--- config.mk ---
export PLATFORM = sky130hd
export DESIGN_NAME = light_phase_sequencer
export DESIGN_NICKNAME = d
export VERILOG_FILES = /design/src/rtl/light_phase_sequencer.sv
export SDC_FILE = /design/constraint.sdc
export NUM_CORES = 1
export LEC_CHECK = 0
export ABC_AREA = 0
export BUFFER_PORTS_ARGS = -buffer_cell sky130_fd_sc_hd__buf_2
export CORE_ASPECT_RATIO = 1.4
export CORE_MARGIN = 2
export CORE_UTILIZATION = 57
export CTS_CLUSTER_SIZE = 24
export DETAILED_ROUTE_END_ITERATION = 7
export PLACE_DENSITY = 0.79
export SETUP_SLACK_MARGIN = 0.4
export SYNTH_ARGS = -nofsm -noshare
export SYNTH_HDL_FRONTEND = slang
export SYNTH_SLANG_ARGS = --single-unit
--- constraint.sdc ---
create_clock -name clk -period 2.3 [get_ports clk]
set_clock_uncertainty 0.2 [all_clocks]
set_input_delay 0.46 -clock clk [delete_from_list [all_inputs] [get_ports clk]]
set_output_delay 0.46 -clock clk [all_outputs]
set_load 0.02 [all_outputs]
--- src/rtl/light_phase_sequencer.sv ---
// Two-approach traffic light phase sequencer with 1 s prescaler,
// per-phase countdown and a night-mode flashing-yellow override.
module light_phase_sequencer #(
  parameter int TICK_DIV = 50_000_000
) (
  input  logic       clk,
  input  logic       rst,
  input  logic       en,
  input  logic       night,
  input  logic [6:0] r_end,
  input  logic [6:0] y_end,
  input  logic [6:0] g_end,
  output logic [2:0] sel,
  output logic [2:0] light_A,
  output logic [2:0] light_B,
  output logic       sec_tick,
  output logic       phase_start
);

  localparam int PW = $clog2(TICK_DIV);
  localparam logic [PW-1:0] P_LAST = PW'(TICK_DIV - 1);

  localparam logic [2:0] INIT   = 3'd0;
  localparam logic [2:0] A_GO   = 3'd1;
  localparam logic [2:0] A_WARN = 3'd2;
  localparam logic [2:0] CLEAR1 = 3'd3;
  localparam logic [2:0] B_GO   = 3'd4;
  localparam logic [2:0] B_WARN = 3'd5;
  localparam logic [2:0] CLEAR2 = 3'd6;
  localparam logic [2:0] FLASH  = 3'd7;

  localparam logic [2:0] LR = 3'b100;
  localparam logic [2:0] LY = 3'b010;
  localparam logic [2:0] LG = 3'b001;

  logic [PW-1:0] pcnt, pcnt_nxt;
  logic [6:0]    remaining, rem_nxt;
  logic [2:0]    sel_nxt, adv;
  logic [2:0]    la_nxt, lb_nxt;
  logic          start_nxt;
  logic          flash_y, flash_nxt;
  logic [6:0]    dur_adv;

  function automatic logic [6:0] ld(input logic [6:0] d);
    return (d == 7'd0) ? 7'd1 : d;
  endfunction

  assign sec_tick = en && (pcnt == P_LAST);

  always_comb begin
    adv     = INIT;
    dur_adv = r_end;
    unique case (sel)
      INIT:    begin adv = A_GO;   dur_adv = g_end; end
      A_GO:    begin adv = A_WARN; dur_adv = y_end; end
      A_WARN:  begin adv = CLEAR1; dur_adv = r_end; end
      CLEAR1:  begin adv = B_GO;   dur_adv = g_end; end
      B_GO:    begin adv = B_WARN; dur_adv = y_end; end
      B_WARN:  begin adv = CLEAR2; dur_adv = r_end; end
      CLEAR2:  begin adv = A_GO;   dur_adv = g_end; end
      default: begin adv = INIT;   dur_adv = r_end; end
    endcase
  end

  always_ff @(posedge clk) begin
    if (rst) begin
      sel         <= INIT;
      remaining   <= ld(r_end);
      pcnt        <= '0;
      phase_start <= 1'b0;
      flash_y     <= 1'b0;
      light_A     <= LR;
      light_B     <= LR;
    end else begin
      sel         <= sel_nxt;
      remaining   <= rem_nxt;
      pcnt        <= pcnt_nxt;
      phase_start <= start_nxt;
      flash_y     <= flash_nxt;
      light_A     <= la_nxt;
      light_B     <= lb_nxt;
    end
  end

  // night overrides any countdown, including the advancing tick
  always_comb begin
    sel_nxt   = sel;
    rem_nxt   = remaining;
    pcnt_nxt  = pcnt;
    start_nxt = 1'b0;
    flash_nxt = flash_y;
    if (sel == FLASH) begin
      if (!night) begin
        sel_nxt   = INIT;
        rem_nxt   = ld(r_end);
        pcnt_nxt  = '0;
        start_nxt = 1'b1;
      end else if (en) begin
        pcnt_nxt = sec_tick ? '0 : pcnt + 1'b1;
        if (sec_tick)
          flash_nxt = ~flash_y;
      end
    end else if (night) begin
      sel_nxt   = FLASH;
      pcnt_nxt  = '0;
      start_nxt = 1'b1;
      flash_nxt = 1'b1;
    end else if (en) begin
      pcnt_nxt = sec_tick ? '0 : pcnt + 1'b1;
      if (sec_tick) begin
        if (remaining > 7'd1) begin
          rem_nxt = remaining - 7'd1;
        end else begin
          sel_nxt   = adv;
          rem_nxt   = ld(dur_adv);
          start_nxt = 1'b1;
        end
      end
    end
  end

  always_comb begin
    la_nxt = LR;
    lb_nxt = LR;
    unique case (1'b1)
      (sel_nxt == A_GO):   la_nxt = LG;
      (sel_nxt == A_WARN): la_nxt = LY;
      (sel_nxt == B_GO):   lb_nxt = LG;
      (sel_nxt == B_WARN): lb_nxt = LY;
      (sel_nxt == FLASH): begin
        la_nxt = flash_nxt ? LY : 3'b000;
        lb_nxt = flash_nxt ? LY : 3'b000;
      end
      default: ;
    endcase
  end

endmodule

**Word level (Yosys, flattened, before mapping)**

Cells that the tools add are included.
W data, S select, Z words.

- Bits in registers: 44
- Input port bits: 25
- Logic and storage cells: 71

- Add/sub/neg operators: 2
- Magnitude comparators: 1
- Eq/ne operators: 14
- Multiplexer cells: 36
- Bitwise operators: 1
- Reduce and logical (&&, ||, !) cells: 10

Operator list:

| kind | number |
|---|---|
| $mux W26 | 5 |
| $mux W7 | 9 |
| $add A26 B1 Y26 const B | 1 |
| $eq A26 B26 Y1 const B | 1 |
| $eq A3 B3 Y1 const B | 7 |
| $mux W3 | 6 |
| $pmux W3 S3 | 2 |
| $pmux W3 S6 | 1 |
| $logic_not A7 Y1 | 2 |
| $pmux W7 S2 | 1 |
| $mux W1 | 11 |
| $eq A3 B2 Y1 const B | 3 |
| $gt A7 B1 Y1 const B | 1 |
| $sub A7 B1 Y7 const B | 1 |
| $eq A3 B1 Y1 const B | 2 |
| $reduce_bool A3 Y1 | 2 |
| $reduce_or A2 Y1 | 2 |
| $logic_not A3 Y1 | 1 |
| $reduce_and A3 Y1 | 1 |
| $reduce_or A3 Y1 | 1 |
| $mux W2 | 1 |
| $ne A2 B2 Y1 const B | 1 |
| $logic_and A1 B1 Y1 | 1 |
| $not A1 Y1 | 1 |

**Longest topological paths before layout**

Gate-level depths: netlist (run 1).

- Depth after elaboration: 11
- Gate-level depth with buffers: 9
- Gate-level depth less buffers: 8

**Least setup slack after synthesis (run 1)**

OpenSTA, ideal clock, no wires.

- Path type: reg-to-reg
- Start point: register sel[1]
- End point: register remaining[0] (data pin)
- Data arrival time: 1.801 ns
- Required time: 1.920 ns
- Slack: 0.119 ns
- Cell stages (with the launch flop): 8
- Buffers on the path: 1
- Period minus slack after synthesis: 2.181 ns
- Cell sequence: dfxtp_1 buf_2 mux2i_1 nor2_1 a221o_1 nor4b_1 a21oi_1 a221oi_1

- Word-level cells in the longest chain between the ends: 11

Ends and longest elaborated chain:

| what | line | RTL |
|---|---|---|
| from (decl) | 13 | `output logic [2:0] sel,` |
| from (signal assigned) | 75 | `sel <= sel_nxt;` |
| $eq A3 B3 Y1, or another cell as far along | 53 | `unique case (sel)` |
| $reduce_or A3 Y1 (no line) or $reduce_or A2 Y1 (tied branches) | -- |  |
| $pmux W7 S2 | 53 |  |
| $logic_not A7 Y1 | 45 | `return (d == 7'd0) ? 7'd1 : d;` |
| $mux W7 | 45 |  |
| $mux W7 | 111 | `if (remaining > 7'd1) begin` |
| $mux W7 | 110 | `if (sec_tick) begin` |
| $mux W7 | 108 | `end else if (en) begin` |
| $mux W7 | 103 | `end else if (night) begin` |
| $mux W7 (*) | 92 | `if (sel == FLASH) begin` |
| $mux W7 (*) | 66 | `if (rst) begin` |
| to (signal assigned) | 68 | `remaining <= ld(r_end);` |
| to (signal assigned) | 76 | `remaining <= rem_nxt;` |
| to (decl) | 37 | `logic [6:0] remaining, rem_nxt;` |

Mark *: on every way between the ends. The rest lies on a longest branch, timed or not. The select of a mux whose other input is x is not followed.
A chain may end at the register's enable or synchronous reset.

**Worst setup path in the final report (run 1)**

- Start point: register remaining[5]
- End point: register light_A[0]

- Word-level cells in the longest chain between the ends: 8

Ends and longest elaborated chain:

| what | line | RTL |
|---|---|---|
| $gt A7 B1 Y1 (*) | 111 |  |
| $mux W3 (*) | 111 |  |
| $mux W3 (*) | 110 |  |
| $mux W3 (*) | 108 |  |
| $mux W3 (*) | 103 |  |
| $mux W3 (*) | 92 |  |
| $eq A3 B3 Y1, or another cell as far along | 130 | `(sel_nxt == FLASH): begin` |
| $pmux W3 S3 (*) | 125 | `unique case (1'b1)` |
| to (signal assigned) | 80 | `light_A <= la_nxt;` |
| to (decl) | 14 | `output logic [2:0] light_A,` |

Mark *: on every way between the ends. The rest lies on a longest branch, timed or not.

==> results of run 1 <==
[worst register-to-register path: cells and delay by family (launching register included)]
kind / cells / cell delay, ns
xor gates and xnor gates: 1 / 0.08
and+or+nand+nor: 4 / 1.07
buffers and inverters: 1 / 0.21
AOI/OAI and AO/OA: 1 / 0.26
DFF: 1 / 0.46
[layer usage]
layer,track usage [%],up-vias
met2,54.5,207
met4,13.8,0
met5,0,-
li1,-,1277
met3,5.27,95
met1,29.3,1450
[state kept, by name, indices dropped and copies added (netlist names)]
name	cells
light_A	3
sel	3
pcnt	26
light_B	3
phase_start	1
remaining	7
flash_y	1
[cell families after synthesis]
family,Yosys count,share of synthesized area (%)
adders and majority gates,3,1.45
and+or+nand+nor,141,30.1
xor gates and xnor gates,28,9.79
AOI/OAI and AO/OA,62,14.8
buffers and inverters,22,4.31
DFF,44,36.8
muxes,7,2.71
[path summary, 6_finish.rpt]
kind,startpoint,cells after the start,slack (ns),end
min,pcnt[5],2,0.34,pcnt[5]
max reg2reg,remaining[5],7,-0.05,light_A[0]
min reg2reg,pcnt[5],2,0.34,pcnt[5]
max,remaining[5],7,-0.05,light_A[0]
[timing repair]
item                       4_1_cts  5_1_grt
setup buffers                   25       21
gates resized for setup         71       76
gates cloned                     2        3
pin swaps                       24       43
setup endpoints to repair       50       50
[cell type report]
class / instances / area (sq um) / share of cell area [%]
repair buffers: 92 / 704 / 18.1
inverters: 5 / 18.8 / 0.482
well taps: 62 / 77.6 / 1.99
clock buffers: 8 / 90.1 / 2.32
flip-flops and latches: 44 / 985 / 25.3
multi-input cells: 245 / 2010 / 51.8
[layout by cell type (no fill, tap or decap), types with 3 or more instances in the layout]
cell type | Yosys | routed
a21oi_1 | 21 | 9
a21oi_2 | 0 | 10
a221o_1 | 4 | 4
a221oi_2 | 0 | 4
a31oi_1 | 3 | 3
and3_4 | 0 | 3
and4_1 | 3 | 3
buf_2 | 5 | 33
buf_4 | 2 | 39
buf_6 | 2 | 17
clkbuf_8 | 0 | 6
dfxtp_1 | 37 | 20
dfxtp_2 | 0 | 12
dfxtp_4 | 0 | 5
edfxtp_1 | 7 | 7
inv_1 | 5 | 4
mux2i_1 | 7 | 7
nand2_1 | 26 | 23
nand3_1 | 13 | 9
nand3_4 | 0 | 3
nand4_1 | 4 | 4
nor2_1 | 45 | 30
nor2_2 | 0 | 8
nor2_4 | 0 | 7
nor2b_1 | 5 | 4
nor3_1 | 9 | 5
nor3_2 | 3 | 5
o21ai_0 | 18 | 6
o21ai_1 | 1 | 10
or2_4 | 0 | 5
or3_1 | 4 | 3
xnor2_1 | 11 | 8
xnor2_4 | 0 | 3
xor2_1 | 16 | 16
[power by group through the flow]
stage | sequential (W) | clock (W) | combinational [W]
after global routing | 0.000847 | 0.000558 | 0.000529
after CTS | 0.000841 | 0.000511 | 0.000355
after detailed placement | 0.000859 | 0 | 0.000274
after floorplan | 0.000864 | 0 | 0.000191
final | 0.000844 | 0.000526 | 0.000502
after global placement | 0.000857 | 0 | 0.000272
[through the flow]
stage	setup TNS (ns)	instance area [sq um]	total power [W]	hold WS, ns	utilization (%)
finish	-0.106	3890	0.00187	0.335	87.2
global route	-0.531	3890	0.00193	0.347	87.2
CTS	0	3400	0.00171	0.284	76.2
detailed placement	0	2860	0.00113	0.301	64.1
global placement	0	2860	0.00113	0.283	64.1
floorplan	0	2630	0.00106	0.267	-
==> results.md, run 1 <==
* Via density at between 6 and 7
* Sequence of cells on the critical path: nor4_4 > nand3b_1 > nor4_4 > buf_4 > xnor2_4 > o31a_1 > nor3_2
* DP Wirelength at 4330 um
* Post-synthesis cell count at slightly above 300
* Finished Layout Cells at around 460
* Crit start category: flip-flop
* Antenna diodes at 0
* Flop pwr share at between 40% and 50%
* Post-synth top area share at between 20% and 30%
* CTS HTree Levels at 2
* Clock Sinks at 44
* NetSw at between 0.0005 and 0.0006 W
* CTS buffer count at 5
* Yosys top cell by area: dfxtp_1
* Nets at roughly 420
* Status: complete, but fails checks
* Slew Limit Fails at 0
* DP Cell Count at around 400
* CP Capture Type: flip-flop
* Area grow syn2layout at 50.6%
* Grt total ovfl at 0
* Seq/Total Area, Yosys at between 30% and 40%
* Pwr Density at about 480 nW/um^2
* Fill cell count at 210
* WL/cell at approximately 22 um
* DR top layer: met4
* Clk slew on worst S/H paths at 0.09 ns
* Failing checks: design-rule violations, negative setup slack
* Period utilization at 102%
* Synth warn at 0
* Syn_area_per_cell at 8.41 sq um
* DIE AREA at between 5000 and 6000 sq um
* Critical path's slowest cell: edfxtp_1
* Kind of critical path: reg -> reg
* First-pass GRT wire length at about 11,000 um
* Max Fclk at 0.426 GHz
* TritonCTS clock tree: yes
* Met1 Wirelength at about 3400 um
* Switching Share at 31.6%
* Number of global-route vias before repair at roughly 2.5k
* Initial antenna violation count at 0
* CP top delay family: simple AND/OR/NAND/NOR gates
* Number of synthesized flops with an enable pin at 7
* Drt drc at 1
* Met2 wire length at 5330 um
* Metal3 WL at between 600 and 700 um
* Arrival time at the worst endpoint at ~2.4 ns
* Asr flop ratio synth at 0%
* Cell Area, Synth at 2580 sq um
* Final Hold Fails at 0
* Worst vdd ir at 0.000501 V
* Die width at about 61 um
* # rows at 29
* Delay of the slowest cell on the worst path at between 0.4 and 0.5 ns
* P_int at 0.00128 W
* #FFs+latches synth at 44
* Synthesized net count at between 300 and 400
* Clock power frac at approximately 28%
* Buffers & Inverters on Critical Path at 1
* Worst hold path class: reg -> reg
* Distinct cells, synth at between 50 and 60
* Routed WL at 10,200 um
* CORE AREA at 4460 sq um
* Clk buf depth at 2
* Critical-path maximum fanout at 3
* Slew @ Worst Pin at around 0.54 ns
* Die Y at 83.6 um
* Vias at about 3.0k
* Max-Cap Viols at 0
* Most common cell on crit path: nor4_4
* Post-route antenna net violation count at 0
* Worst skew pair latency at approximately 0.31 ns
* Synth area leaders: dfxtp_1 29%, edfxtp_1 8.1%, nor2_1 6.5%
* Synth top cells by count: 45 x nor2_1, 37 x dfxtp_1, 26 x nand2_1, 21 x a21oi_1, 18 x o21ai_0
* Fraction of layout cells with a size suffix above 1 at around 51%
* RD Place Congestion at approximately 0.89
* IO Port Bufs at 35
* Drt pass-1 iters at 7
* Pre-CTS setup slack at between 0.05 and 0.06 ns
* Post-CTS Hold Buffers at 0
* GRT Total Usage at 29.3%
* Slew margin rel. at 64.0%
* Largest net degree at the start of global routing at 19
* Main flop type after synthesis: dfxtp_1
* Critical Path RT at 2.34 ns
* DRT iter0 DRCs at 316
* RSZ-0062 raised after global routing: true
* Most numerous cell in the Yosys netlist: nor2_1
* Logic pwr share at ~27%
* Final WS setup at -0.0479 ns
* LEAKAGE at 1.52 nW
* Root buffer cell: clkbuf_8
* Fin crit period at roughly 2.3 ns
* # IOs at 36
* Final setup fails at 4
* Initial Util at approximately 58%
No activity file was read; power rests on OpenSTA's default activity.
==> run 2, diff against run 1 <==
SETUP_SLACK_MARGIN = 0.02   (was 0.4)
==> results.md, run 2 (synthesis gave the netlist of run 1 again) <==
* Status: finished clean (was complete, but fails checks)
* # rows at 29 (unchanged)
* TritonCTS clock tree: yes (unchanged)
* CTS buffer count at 5 (unchanged)
* Most frequent cells in the layout: 44 x nor2_1, 35 x buf_2, 29 x dfxtp_1 (was 39 x buf_4, 33 x buf_2, 30 x nor2_1)
* Nets at 385 (was 421)
* Initial Util at 57.9% (unchanged)
* Vias at 2,400 (was 3,029)
* Worst Hold Depth at 2 (unchanged)
* Root buffer cell: clkbuf_8 (unchanged)
* Fill cell count at 384 (was 210)
* Die width at 60.9 um (unchanged)
* Largest reg by FF count: pcnt (unchanged)
* RD Place Congestion at 0.888 (was 0.889)
* Post-route antenna net violation count at 0 (unchanged)
* Commonest non-fill, non-tap cell in the layout: nor2_1 (was buf_4)
* Pre-CTS setup slack at 0.0236 ns (was 0.0577 ns)
* Clock Sinks at 44 (unchanged)
* Final Hold Fails at 0 (unchanged)
* Slew Limit Fails at 0 (unchanged)
* Die Y at 83.6 um (unchanged)
* Max-Cap Viols at 0 (unchanged)
* GRT Total Usage at 24.5% (was 29.3%)
* Final setup fails at 0 (was 4)
* Beginning of the critical path: remaining[0] (was remaining[5])
* Period utilization at 98.9% (was 102%)
* HP Start: pcnt[13] (was pcnt[5])
* R2R cell count at 8 (was 7)
* Largest regs: pcnt x26, remaining x7 (unchanged)
* Finished Layout Cells at 420 (was 456)
* Max Fclk at 0.440 GHz (was 0.426 GHz)
* Area grow syn2layout at 20.7% (was 50.6%)
* Crit start category: flip-flop (unchanged)
* DP Wirelength at 4480 um (was 4330 um)
* Clk slew on worst S/H paths at 0.08 ns (was 0.09 ns)
* Drt pass-1 iters at 5 (was 7)
* Largest net degree at the start of global routing at 25 (was 19)
* Worst vdd ir at 0.000447 V (was 0.000501 V)
* Utilization after layout at 69.8% (was 87.2%)
* WL/cell at 14.6 um (was 22.3 um)
* IO Port Bufs at 35 (unchanged)
* Reg2reg start: remaining[0] (was remaining[5])
* Fraction of layout cells with a size suffix above 1 at 27.4% (was 50.8%)
* Critical Path RT at 2.28 ns (was 2.34 ns)
* Antenna diodes at 0 (unchanged)
* DIE AREA at 5090 sq um (unchanged)
* Critical-path maximum fanout at 5 (was 3)
* Arrival time at the worst endpoint at 2.25 ns (was 2.38 ns)
* # IOs at 36 (unchanged)
* CTS HTree Levels at 2 (unchanged)
* Initial antenna violation count at 0 (unchanged)
* Clk buf depth at 2 (unchanged)
* LEAKAGE at 1.21 nW (was 1.52 nW)
* Via density at 5.71 (was 6.64)
* Drt drc at 0 (was 1)
* Kind of critical path: reg -> reg (unchanged)
* Grt total ovfl at 0 (unchanged)
* CP Capture Type: flip-flop (unchanged)
* DP Cell Count at 405 (was 397)
* Slew @ Worst Pin at 0.732 ns (was 0.535 ns)
* First-pass GRT wire length at 9430 um (was 11,400 um)
* Routed WL at 6120 um (was 10,200 um)
* Worst hold path class: reg -> reg (unchanged)
* Pwr Density at 521 nW/um^2 (was 481 nW/um^2)
* Slew margin rel. at 50.8% (was 64.0%)
* Max FFs per register at 26 (unchanged)
* Final WS setup at 0.0258 ns (was -0.0479 ns)
* DRT iter0 DRCs at 204 (was 316)
* RSZ-0062 raised after global routing: true (unchanged)
* Fin crit period at 2.27 ns (was 2.35 ns)
* Number of global-route vias before repair at 2,183 (was 2,505)
* Worst skew pair latency at 0.30 ns (was 0.31 ns)
* CORE AREA at 4460 sq um (unchanged)
run 2: final cells by class:
class	instances	area [sq um]	area share, %
well taps	62	77.6	2.49
clock buffers	6	72.6	2.33
clock inverters	2	11.3	0.361
flip-flops and latches	44	961	30.8
inverters	5	18.8	0.602
multi-input cells	241	1610	51.5
repair buffers	60	370	11.9
run 2: stage by stage:
step           hold WS (ns)  TNS [ns]  area, sq um  total power, W
4_1_cts               0.306         0         2990         0.00162
6_report              0.308         0         3120         0.00162
2_1_floorplan         0.267         0         2580         0.00105
3_5_place_dp          0.293         0         2880         0.00115
5_1_grt               0.316    -0.184         3120         0.00170
3_3_place_gp          0.289         0         2880         0.00114
run 2: final timing paths:
check               endpoint  slack [ns]
hold / removal      pcnt[13]        0.31
setup / recovery  light_A[1]        0.03
hold reg to reg     pcnt[13]        0.31
setup reg to reg  light_A[1]        0.03
run 2: repair_timing:
item,in CTS,in global routing
pin swaps,2,3
gates cloned,0,1
setup buffers,2,4
hold endpoints to repair,0,0
setup endpoints to repair,2,41
hold buffers,0,0
resized for setup,2,27
run 2: report_power, final:
group	total, W	switching, W	internal [W]
combinational	0.000311	0.000176	0.000135
clock	0.000474	0.000264	0.000211
sequential	0.000840	0.0000272	0.000812
total	0.00162	0.000467	0.00116
run 2: metal layers:
| metal | vias to the layer above | GRT usage (%) | part of all wire [%] |
|---|---|---|---|
| met2 | 74 | 45.1 | 54 |
| met5 | - | 0 | 0 |
| met1 | 1117 | 25.5 | 40 |
| met3 | 20 | 5.43 | 3.5 |
| met4 | 0 | 9.49 | 2.8 |
| li1 | 1189 | - | - |
run 2: critical path, cell delays in order (launching register included):
cell and delay, ns:
edfxtp_1 0.48, ha_1 0.23, o21bai_2 0.21, nand3b_1 0.17, buf_4 0.17, nor3_1 0.05
a221oi_1 0.39, a2bb2oi_2 0.19, a31oi_1 0.06
==> run 3, diff against run 2 <==
ABC_AREA = 1   (was 0)
CORE_UTILIZATION = 58   (was 57)
PLACE_DENSITY = 0.8   (was 0.79)
==> results.md, run 3 <==
* Grt total ovfl at 0 (unchanged)
* Most frequent cells in the layout: 89 x nand2_1, 60 x nor2_1, 44 x nand3_1 (was 44 x nor2_1, 35 x buf_2, 29 x dfxtp_1)
* Status: finished clean (unchanged)
* Max FFs per register at 26 (unchanged)
* Routed WL at 6800 um (was 6120 um)
* Worst Hold Depth at 2 (unchanged)
* Area grow syn2layout at 12.9% (was 20.7%)
* XOR/XNOR Fraction of Synth Area at 2.55% (was 9.79%)
* #FFs+latches synth at 44 (unchanged)
* DIE AREA at 5320 sq um (was 5090 sq um)
* Crit start category: flip-flop (unchanged)
* Final setup fails at 0 (unchanged)
* Main flop type after synthesis: dfxtp_1 (unchanged)
* Antenna diodes at 0 (unchanged)
* DRT iter0 DRCs at 126 (was 204)
* LEAKAGE at 1.25 nW (was 1.21 nW)
* R2R Path End: remaining[0] (was light_A[1])
* Mux contribution to synthesized area at 0% (was 2.71%)
* Initial Util at 60.7% (was 57.9%)
* Drt drc at 0 (unchanged)
* WHS Endpoint: sel[1] (was pcnt[13])
* Commonest non-fill, non-tap cell in the layout: nand2_1 (was nor2_1)
* Root buffer cell: clkbuf_8 (unchanged)
* First-pass GRT wire length at 11,500 um (was 9430 um)
* Seq. cell area at 953 sq um (was 961 sq um)
* Max-Cap Viols at 0 (unchanged)
* Post-synthesis cell count at 414 (was 307)
* Finished Layout Cells at 515 (was 420)
* Placed inst area at 2980 sq um (was 2880 sq um)
* Slew @ Worst Pin at 0.380 ns (was 0.732 ns)
* Most numerous cell in the Yosys netlist: nand2_1 (was nor2_1)
* Adder and majority gate portion of the synthesized area at 1.36% (was 1.45%)
* Pwr Density at 543 nW/um^2 (was 521 nW/um^2)
* TritonCTS clock tree: yes (unchanged)
* Worst hold path class: in -> reg (was reg -> reg)
* Simple-gate share of the synthesized area at 41.8% (was 30.1%)
* CP Capture Type: output port (was flip-flop)
* Fill cell count at 412 (was 384)
* Post-route antenna net violation count at 0 (unchanged)
* R2R cell count at 11 (was 8)
* Slew margin rel. at 74.6% (was 50.8%)
* RD Place Congestion at 0.906 (was 0.888)
* Asr flop ratio synth at 0% (unchanged)
* Synth top cells by count: 89 x nand2_1, 61 x nor2_1, 44 x nand3_1, 37 x dfxtp_1, 36 x inv_1 (was 45 x nor2_1, 37 x dfxtp_1, 26 x nand2_1, 21 x a21oi_1, 18 x o21ai_0)
* Number of global-route vias before repair at 2,724 (was 2,183)
* RSZ-0062 raised after global routing: true (unchanged)
* Synth area leaders: dfxtp_1 27%, nand2_1 12%, nor2_1 8.3% (was dfxtp_1 29%, edfxtp_1 8.1%, nor2_1 6.5%)
* DP Wirelength at 5440 um (was 4480 um)
* CTS HTree Levels at 2 (unchanged)
* Yosys top cell by area: dfxtp_1 (unchanged)
* DP Cell Count at 506 (was 405)
* Max Fclk at 0.457 GHz (was 0.440 GHz)
* Arrival time at the worst endpoint at 1.53 ns (was 2.25 ns)
* # IOs at 36 (unchanged)
* Clock Sinks at 44 (unchanged)
* CTS buffer count at 5 (unchanged)
* Main combinational cell family by area after synthesis: simple AND/OR/NAND/NOR gates (unchanged)
* Slew Limit Fails at 0 (unchanged)
* Initial antenna violation count at 0 (unchanged)
* Delay of the slowest cell on the worst path at 0.39 ns (was 0.48 ns)
* Final Hold Fails at 0 (unchanged)
* Sequence of cells on the critical path: ha_1 > nand3_1 > nor2_2 > nand3_1 > nor2_2 > buf_4 (was ha_1 > o21bai_2 > nand3b_1 > buf_4 > nor3_1 > a221oi_1 > a2bb2oi_2 > a31oi_1)
* Drt pass-1 iters at 4 (was 5)
* Post-synth top area share at 26.9% (was 28.7%)
* Largest net degree at the start of global routing at 15 (was 25)
* Clk slew on worst S/H paths at 0.08 ns (about the same)
* Kind of critical path: reg -> out (was reg -> reg)
* CORE AREA at 4540 sq um (was 4460 sq um)
* Synthesized net count at 442 (was 335)
* Post-synthesis compound-gate area fraction at 10.8% (was 14.8%)
* Seq/Total Area, Yosys at 34.5% (was 36.8%)
* Critical-path maximum fanout at 4 (was 5)
* Period utilization at 95.1% (was 98.9%)
* Clk buf depth at 2 (unchanged)
* Largest reg by FF count: pcnt (unchanged)
* WL/cell at 13.2 um (was 14.6 um)
* R2R Setup Slk at 0.19 ns (was 0.03 ns)
* Number of synthesized flops with an enable pin at 7 (unchanged)
* Synth warn at 0 (unchanged)
* Post-CTS Hold Buffers at 0 (unchanged)
* Distinct cells, synth at 41 (was 54)
* Worst skew pair latency at 0.30 ns (about the same)
* Cell Area, Synth at 2750 sq um (was 2580 sq um)
* Vias at 2,811 (was 2,400)
* Largest regs: pcnt x26, remaining x7 (unchanged)
* Final WS setup at 0.113 ns (was 0.0258 ns)
* Pre-CTS setup slack at 0.147 ns (was 0.0236 ns)
* Critical Path RT at 1.64 ns (was 2.28 ns)
* Reg2reg start: sel[0] (was remaining[0])
* HP Start: rst (was pcnt[13])
* GRT Total Usage at 27.0% (was 24.5%)
* Syn_area_per_cell at 6.65 sq um (was 8.41 sq um)
* Via density at 5.46 (was 5.71)
* Fraction of layout cells with a size suffix above 1 at 19.6% (was 27.4%)
* # rows at 29 (unchanged)
* Nets at 480 (was 385)
* Utilization after layout at 68.5% (was 69.8%)
* Final non-filler cell area at 3110 sq um (was 3120 sq um)
* Critical path's slowest cell: dfxtp_1 (was edfxtp_1)
* Area of the multi-input gates at 1560 sq um (was 1610 sq um)
* IO Port Bufs at 35 (unchanged)
* Worst vdd ir at 0.000482 V (was 0.000447 V)
* Die Y at 85.5 um (was 83.6 um)
* Die width at 62.2 um (was 60.9 um)
* Fin crit period at 2.19 ns (was 2.27 ns)
## run 3: cell count changes in the layout (fill, tap and decap cells not counted), sizes merged, moves of 9 or more
cell,change
nand4,+9
nand2,+69
nor2,+27
inv,+44
xor2,-11
buf,-21
nand3,+35
xnor2,-9
## run 3: kinds of logic after synthesis
kind of cell    count (synthesis)
fa+ha+maj                       3
xor+xnor                        8
simple gates                  247
buf+inv                        60
compound gates                 52
flops                          44
## run 3: repair_timing
| item | CTS | global route |
|---|---|---|
| buffers inserted | 0 | 1 |
| pin swaps | 0 | 1 |
| gates resized for setup | 2 | 3 |
| endpoints found under the setup margin | 1 | 14 |
| cloned | 0 | 0 |
## run 3: area by class of cell
type | count | share of cell area (%)
clock buffer | 5 | 2.22
clock inverter | 3 | 1.37
inverter | 52 | 6.28
multi-input combinational | 310 | 50.3
sequential | 44 | 30.7
tap | 62 | 2.50
timing repair buffer | 39 | 6.69
## run 3: worst max-delay path: cells and delay by family, from the launching register on
family	cells	cell delay, ns
flops	1	0.39
fa+ha+maj	1	0.21
simple gates	4	0.46
buf+inv	1	0.17
## run 3: layer usage
layer	GRT usage, %	share of wire, %
met1	27.7	38
met2	52.8	54
met3	3.41	3.6
met4	14.9	4.3
met5	0	0
## run 3: through the flow
| step | hold slack (ns) | setup TNS [ns] | total power [W] |
|---|---|---|---|
| 6_report | 0.247 | 0 | 0.00169 |
| 3_5_place_dp | 0.284 | 0 | 0.00111 |
| 5_1_grt | 0.269 | -0.0402 | 0.00177 |
| 3_3_place_gp | 0.283 | 0 | 0.00111 |
| 4_1_cts | 0.245 | 0 | 0.00169 |
| 2_1_floorplan | 0.260 | 0 | 0.00104 |
## run 3: worst max path at each step
stage                 end    startpoint
2_1_floorplan  light_A[2]       pcnt[0]
3_3_place_gp     pcnt[24]            en
3_5_place_dp   light_A[2]  remaining[3]
4_1_cts          sec_tick       pcnt[1]
5_1_grt        light_A[2]  remaining[3]
6_report         sec_tick       pcnt[1]
## run 3: where the power goes
part / internal (W) / switching, W / total [W]
clock network: 0.000322 / 0.000266 / 0.000588
registers: 0.000812 / 0.0000246 / 0.000836
logic: 0.0000928 / 0.000170 / 0.000263
total: 0.00123 / 0.000461 / 0.00169
